[src/rtl/pll_lock_rst_ctrl.sv]
// PLL reset sequencer: holds the PLL in reset, waits for a stable lock, then releases the
// downstream system reset. Retries the PLL on lock timeout and keeps debug counters.
module pll_lock_rst_ctrl #(
  parameter int PLL_RST_CYCLES = 16,
  parameter int STABLE_CYCLES  = 1024,
  parameter int TIMEOUT_CYCLES = 65535,
  parameter int LOSS_CNT_W     = 8
) (
  input  logic                  clk,
  input  logic                  rst_n,
  input  logic                  pll_lock,
  input  logic                  clr_cnt,
  output logic                  pll_rst,
  output logic                  sys_rst_n,
  output logic                  locked,
  output logic [LOSS_CNT_W-1:0] loss_cnt,
  output logic [3:0]            timeout_cnt,
  output logic                  err
);

  localparam int MAX_A   = (PLL_RST_CYCLES > STABLE_CYCLES) ? PLL_RST_CYCLES : STABLE_CYCLES;
  localparam int MAX_CYC = (MAX_A > TIMEOUT_CYCLES) ? MAX_A : TIMEOUT_CYCLES;
  localparam int CNT_W   = $clog2(MAX_CYC) + 1;

  localparam logic [CNT_W-1:0] PR_LAST = CNT_W'(PLL_RST_CYCLES - 1);
  localparam logic [CNT_W-1:0] ST_LAST = CNT_W'(STABLE_CYCLES - 1);
  localparam logic [CNT_W-1:0] TO_LAST = CNT_W'(TIMEOUT_CYCLES - 1);

  typedef enum logic [1:0] {
    ST_PLL_RST   = 2'd0,
    ST_WAIT_LOCK = 2'd1,
    ST_STABLE    = 2'd2,
    ST_RUN       = 2'd3
  } state_t;

  state_t                  state_reg, state_next;
  logic [CNT_W-1:0]        cnt_reg, cnt_next;
  logic [1:0]              sync_reg;
  logic                    lock_s;
  logic                    pll_rst_reg, pll_rst_next;
  logic                    sys_rst_n_reg, sys_rst_n_next;
  logic                    locked_reg, locked_next;
  logic [LOSS_CNT_W-1:0]   loss_cnt_reg, loss_cnt_next;
  logic [3:0]              timeout_cnt_reg, timeout_cnt_next;
  logic                    err_reg, err_next;
  logic                    loss_ev, timeout_ev;

  // pll_lock is asynchronous to clk
  always_ff @(posedge clk or negedge rst_n) begin
    if (!rst_n) sync_reg <= 2'b00;
    else        sync_reg <= {sync_reg[0], pll_lock};
  end

  assign lock_s = sync_reg[1];

  always_ff @(posedge clk or negedge rst_n) begin
    if (!rst_n) begin
      state_reg       <= ST_PLL_RST;
      cnt_reg         <= '0;
      pll_rst_reg     <= 1'b1;
      sys_rst_n_reg   <= 1'b0;
      locked_reg      <= 1'b0;
      loss_cnt_reg    <= '0;
      timeout_cnt_reg <= '0;
      err_reg         <= 1'b0;
    end else begin
      state_reg       <= state_next;
      cnt_reg         <= cnt_next;
      pll_rst_reg     <= pll_rst_next;
      sys_rst_n_reg   <= sys_rst_n_next;
      locked_reg      <= locked_next;
      loss_cnt_reg    <= loss_cnt_next;
      timeout_cnt_reg <= timeout_cnt_next;
      err_reg         <= err_next;
    end
  end

  always_comb begin
    state_next = state_reg;
    cnt_next   = cnt_reg;
    loss_ev    = 1'b0;
    timeout_ev = 1'b0;
    case (state_reg)
      ST_PLL_RST: begin
        if (cnt_reg == PR_LAST) begin
          state_next = ST_WAIT_LOCK;
          cnt_next   = '0;
        end else begin
          cnt_next = cnt_reg + CNT_W'(1);
        end
      end
      ST_WAIT_LOCK: begin
        if (lock_s) begin
          state_next = ST_STABLE;
          cnt_next   = '0;
        end else if (cnt_reg == TO_LAST) begin
          state_next = ST_PLL_RST;
          cnt_next   = '0;
          timeout_ev = 1'b1;
        end else begin
          cnt_next = cnt_reg + CNT_W'(1);
        end
      end
      ST_STABLE: begin
        // a dropout here is treated as a glitch: restart the wait, no error
        if (!lock_s) begin
          state_next = ST_WAIT_LOCK;
          cnt_next   = '0;
        end else if (cnt_reg == ST_LAST) begin
          state_next = ST_RUN;
          cnt_next   = '0;
        end else begin
          cnt_next = cnt_reg + CNT_W'(1);
        end
      end
      ST_RUN: begin
        if (!lock_s) begin
          state_next = ST_WAIT_LOCK;
          cnt_next   = '0;
          loss_ev    = 1'b1;
        end
      end
      default: begin
        state_next = ST_PLL_RST;
        cnt_next   = '0;
      end
    endcase
  end

  // Outputs are decoded from the next state so they move on the same edge as the FSM
  always_comb begin
    pll_rst_next   = (state_next == ST_PLL_RST);
    sys_rst_n_next = (state_next == ST_RUN);
    locked_next    = (state_next == ST_RUN);

    loss_cnt_next = loss_cnt_reg;
    if (loss_ev)
      loss_cnt_next = clr_cnt ? LOSS_CNT_W'(1)
                    : (&loss_cnt_reg ? loss_cnt_reg : loss_cnt_reg + LOSS_CNT_W'(1));
    else if (clr_cnt)
      loss_cnt_next = '0;

    timeout_cnt_next = timeout_cnt_reg;
    if (timeout_ev)
      timeout_cnt_next = clr_cnt ? 4'd1
                       : (&timeout_cnt_reg ? timeout_cnt_reg : timeout_cnt_reg + 4'd1);
    else if (clr_cnt)
      timeout_cnt_next = 4'd0;

    err_next = err_reg;
    if (loss_ev || timeout_ev) err_next = 1'b1;
    else if (clr_cnt)          err_next = 1'b0;
  end

  assign pll_rst     = pll_rst_reg;
  assign sys_rst_n   = sys_rst_n_reg;
  assign locked      = locked_reg;
  assign loss_cnt    = loss_cnt_reg;
  assign timeout_cnt = timeout_cnt_reg;
  assign err         = err_reg;

endmodule
[config.mk]
export PLATFORM = sky130hd
export DESIGN_NAME = pll_lock_rst_ctrl
export DESIGN_NICKNAME = d
export VERILOG_FILES = /design/src/rtl/pll_lock_rst_ctrl.sv
export SDC_FILE = /design/constraint.sdc
export NUM_CORES = 1
export LEC_CHECK = 0
export ABC_AREA = 1
export BUFFER_PORTS_ARGS = -buffer_cell sky130_fd_sc_hd__buf_2
export CAP_MARGIN = 20
export CORE_UTILIZATION = 54
export CTS_BUF_LIST = sky130_fd_sc_hd__clkbuf_16
export CTS_CLUSTER_SIZE = 24
export DETAILED_ROUTE_END_ITERATION = 10
export PLACE_DENSITY_LB_ADDON = 0.3
export SLEW_MARGIN = 25
export SYNTH_ARGS = -nofsm -noshare
export SYNTH_HDL_FRONTEND = slang
export SYNTH_SLANG_ARGS = --single-unit
[constraint.sdc]
create_clock -name clk -period 1.5 [get_ports clk]
set_clock_uncertainty 0.15 [all_clocks]
set_input_delay 0.075 -clock clk [delete_from_list [all_inputs] [get_ports clk]]
set_output_delay 0.075 -clock clk [all_outputs]
set_load 0.1 [all_outputs]
Yosys cells after proc, flatten, opt, wreduce, memory -nomap -nowiden --
Cells that the tools add are included.
Word-level totals: logic and storage cells 60, input port bits 4, bits in registers 36
Cells by class: equality and inequality tests 10, add/subtract/negate cells 3, reductions and logical operators 10, multiplexer cells 29
Operators with widths (count):
- 2-to-1 mux 17 bit | 6
- one-hot mux 17 bit (4 select lines) | 1
- 2-to-1 mux 8 bit | 4
- adder 17 x 1 -> 17 bit (second input constant) | 1
- == test 17 x 10 -> 1 bit (second input constant) | 1
- == test 17 x 16 -> 1 bit (second input constant) | 1
- == test 17 x 4 -> 1 bit (second input constant) | 1
- 2-to-1 mux 4 bit | 4
- 2-to-1 mux 2 bit | 6
- adder 8 x 1 -> 8 bit (second input constant) | 1
- one-hot mux 2 bit (4 select lines) | 1
- AND reduction 8 bit | 1
- 2-to-1 mux 1 bit | 7
- == test 2 bit (second input constant) | 3
- inequality test 2 bit (second input constant) | 3
- nonzero test 2 bit | 3
- adder 4 x 1 -> 4 bit (second input constant) | 1
- zero test 2 bit | 2
- AND reduction 2 bit | 2
- AND reduction 4 bit | 1
- == test 2 x 1 -> 1 bit (second input constant) | 1
- logical OR 1 bit | 1

Depth between registers and ports, before layout --
depth in word-level cells 6, gate-level depth with buffers 12

Worst setup path before layout --
Ideal clock, no wire load.
path kind register to register, from register loss_cnt_reg[1], in the netlist loss_cnt[1], to register loss_cnt_reg[6], in the netlist loss_cnt[6], clock period less this slack 2.366 ns, stages on the path, launching flop included 13, data required time 1.233 ns, setup slack -0.866 ns, library setup time 0.117 ns, data arrival time 2.098 ns, path through dfrtp_1 -> ha_1 -> nand2_1 -> nor2_1 -> nand2_1 -> nor2_1 -> nand2_1 -> nand2_1 -> inv_1 -> nand2_1 -> nand2_1 -> nand2_1 -> nor2_1
Between the ends: word-level cells in the longest chain between the ends 4, elaborated cells between the ends (all ways) 7
Ends and longest elaborated chain:
- start, declared | line 43 | logic [LOSS_CNT_W-1:0] loss_cnt_reg, loss_cnt_next;
- start signal, assigned | line 72 | loss_cnt_reg <= loss_cnt_next;
- adder 8 x 1 -> 8 bit | line 139 | : (&loss_cnt_reg ? loss_cnt_reg : loss_cnt_reg + LOSS_CNT_W'(1));
- 2-to-1 mux 8 bit | line 139
- 2-to-1 mux 8 bit | line 138 | loss_cnt_next = clr_cnt ? LOSS_CNT_W'(1)
- 2-to-1 mux 8 bit | line 137 | if (loss_ev)
Parallel ways exist; a longest one is shown, timed or not. The select of a mux whose other input is x is not followed. A chain may end at the register's enable or synchronous reset.

Worst setup path in the final report --
from register cnt_reg[16], to register cnt_reg[9]
Between the ends: word-level cells in the longest chain between the ends 4, elaborated cells between the ends (all ways) 9
Ends and longest elaborated chain:
- start, declared | line 37 | logic [CNT_W-1:0] cnt_reg, cnt_next;
- start signal, assigned | line 68 | cnt_reg <= cnt_next;
- == test 17 x 10 -> 1 bit or == test 17 x 16 -> 1 bit (tied branches) | line 109, 96
- 2-to-1 mux 17 bit, on equally long branches | line 109, 96
- 2-to-1 mux 17 bit, on equally long branches | line 106, 93
- one-hot mux 17 bit (4 select lines) * | line 83 | case (state_reg)
Every way passes the cells marked *; elsewhere a longest branch is shown, timed or not.

==> impl_metrics.yaml <==
timing:
  final-max-slew-violation-count: 0
  slew_headroom_pct: 66.6
  final-hold-violation-count: 0
  worstMarginPinSlew_ps: 502
  fin_crit_ps: 1890
  setup_viol: 35
  max_freq_mhz: 530
  fin_crit_sh_pct: 126
  rsz0062_at_grt: "yes"
  finalWorstSetupSlack_ps: -387
detailed_routing:
  num_vias: 3107
  drc: 0
  ant_nets: 0
  routed_wl_um: 10200
  routedWlPerCell_um: 20.4
  dr.pass1.iters: 8
  via_per_inst: 6.23
  drt_iter0_markers: 435
synthesis:
  synth_cell_types: 28
  ys_seq_elements: 36
  ys_seq_area_share_pct: 36.8
  synth.avg_cell_area_um2: 6.91
  syn_inst: 355
  async_reset_ff_share_pct: 100
  synth_flop_cell: "dfrtp_1"
  synth_edf_count: 0
  syn_area_um2: 2450
  syn_nets: 363
  yosys_warnings: 0
cts:
  cts_made_buffers: 5
  clock_insertion_delay_worst_skew_ps: 290
  htreeDepth: 2
  cts.sinks: 36
  clk_pin_slew_ps: 70
  cts_tree: "done"
  cts_root_buf: "clkbuf_16"
  cts_buffer_depth: 2
die:
  die_h_um: 69.4
  core_um2: 4350
  start_util_pct: 56.4
  die_area_um2: 4820
  fp.dieW_um: 69.4
  num_rows: 24
  ioPinCount: 20
power:
  vdd_drop_max_v: 0.000899
  powerDensity_nw_per_um2: 1040
  p_leak_uw: 0.00190
final_layout:
  drive_gt1_share_pct: 46.5
  num-fill-cells: 244
  largest_reg_flops: 17
  stdcell_area_um2: 3690
  final_util_pct: 84.7
  area_growth_pct: 50.3
  diodes: 0
  final_net_count: 454
global_routing:
  grt_pass1_wl_um: 12700
  grt.total_usage_pct: 33.1
  grt_pass1_vias: 2882
  grt_max_degree: 21
  grt.overflow.total: 0
  antenna_found_initial: 0
worst_setup_path:
  crit_required_ps: 1520
  start_kind: "flip-flop"
  r2r-start: "cnt_reg[16]"
  reg2regPathDepth: 11
  path_class: "reg -> reg"
  worstPathMaxFanout: 8
  reg2reg_to: "cnt_reg[9]"
  cp-end-kind: "flip-flop"
  rrSetupSlack_ps: -390
  cp.arrival_ps: 1900
placement:
  port_buffers: 19
  placed_area_um2: 3060
  dp_hpwl_um: 4930
  gp_congestion: 1.01
  dpl_worst_slack_ps: -215
outcome:
  violations: "negative setup slack"
  status: "finished with violations"
job:
  maxCapViolCount: 0
worst_hold_path:
  hold_class: "in -> async"
[worst max path at each step]
stage	start	end	cells after the start	slack, ps
after floorplan	loss_cnt[0]	loss_cnt[6]	12	-320
after global placement	cnt_reg[0]	cnt_reg[13]	11	-140
after detailed placement	cnt_reg[1]	cnt_reg[16]	12	-210
after CTS	cnt_reg[0]	cnt_reg[9]	12	-210
after global routing	cnt_reg[16]	cnt_reg[9]	11	-440
final	cnt_reg[16]	cnt_reg[9]	11	-390
[cell usage in the layout (no fill, tap or decap), types with 4 or more instances in the layout]
| cell | n |
|---|---|
| a21oi_2 | 5 |
| buf_2 | 19 |
| buf_4 | 59 |
| buf_6 | 10 |
| clkbuf_16 | 5 |
| dfrtp_1 | 19 |
| dfrtp_2 | 12 |
| dfrtp_4 | 4 |
| ha_4 | 4 |
| inv_1 | 35 |
| inv_2 | 8 |
| nand2_1 | 86 |
| nand2_2 | 24 |
| nand2_4 | 15 |
| nand3_1 | 24 |
| nand3_2 | 5 |
| nand4_1 | 26 |
| nor2_1 | 31 |
| nor2_2 | 13 |
| nor2_4 | 7 |
| o21ai_1 | 4 |
| xor2_1 | 7 |
[report_power, final]
part	leakage [uW]	internal [uW]	switching, uW
registers	0.000461	1090	86.5
clock network	0.0000660	619	467
logic	0.00137	510	1070
total	0.00190	2220	1630
[per-stage QoR]
stage | TNS (ps) | hold WS, ps | cells | total power, uW
3_3_place_gp | -2950 | -95.5 | 471 | 2420
3_5_place_dp | -4470 | -97.2 | 471 | 2440
2_1_floorplan | -2710 | -371 | 355 | 2040
5_1_grt | -9640 | 179 | 499 | 3960
4_1_cts | -3990 | 145 | 491 | 3570
6_report | -7730 | 130 | 499 | 3840
[cell usage after synthesis, drive strengths merged (2+ instances only)]
master	number	area share, %
xnor2	2	0.71
ha	4	2.0
nand4	26	6.6
nand2	125	21
o21ai	6	1.2
a21oi	5	1.0
nand3	32	7.0
clkbuf	3	0.46
nor2	52	10
xor2	8	2.9
buf	4	0.87
dfrtp	35	36
nor3	3	0.61
inv	46	7.0
[layout make-up]
cell class	count	area [um2]	share of cell area, %
clock buffer	5	125	3.39
clock inverter	3	23.8	0.645
inverter	46	184	4.99
multi-input combinational	266	1680	45.5
sequential	36	932	25.3
tap	52	65.1	1.76
timing repair buffer	91	681	18.5
[layer usage]
layer	GRT usage, %	vias up	share of wire (%)
li1	-	1311	-
met1	36.2	1450	33
met3	7.12	96	9.3
met5	0	-	0
met2	58.1	250	48
met4	20.4	0	9.2
[cells by family after synthesis]
logic type | share of synthesized area (%)
buf+inv | 8.36
simple gates | 46.5
xor+xnor | 3.57
flops | 36.8
fa+ha+maj | 2.04
compound gates | 2.80
[repair_timing]
| item | CTS | global route |
|---|---|---|
| gates cloned | 0 | 1 |
| hold buffers | 3 | 0 |
| hold endpoints to repair | 29 | 0 |
| setup endpoints to repair | 32 | 33 |
| pin swaps | 15 | 26 |
| buffers inserted | 9 | 8 |
| gates resized for setup | 25 | 68 |
[critical path, stage by stage (launching register included)]
cell,delay [ps]
dfrtp_1,390
inv_1,190
nand3_1,130
nor2_2,160
buf_4,130
nand2_2,50
nand2_2,80
nand2_4,80
nand2_4,100
nand2_4,110
nand2_1,120
nand2_1,70
Power figures use the tool's default switching activity.
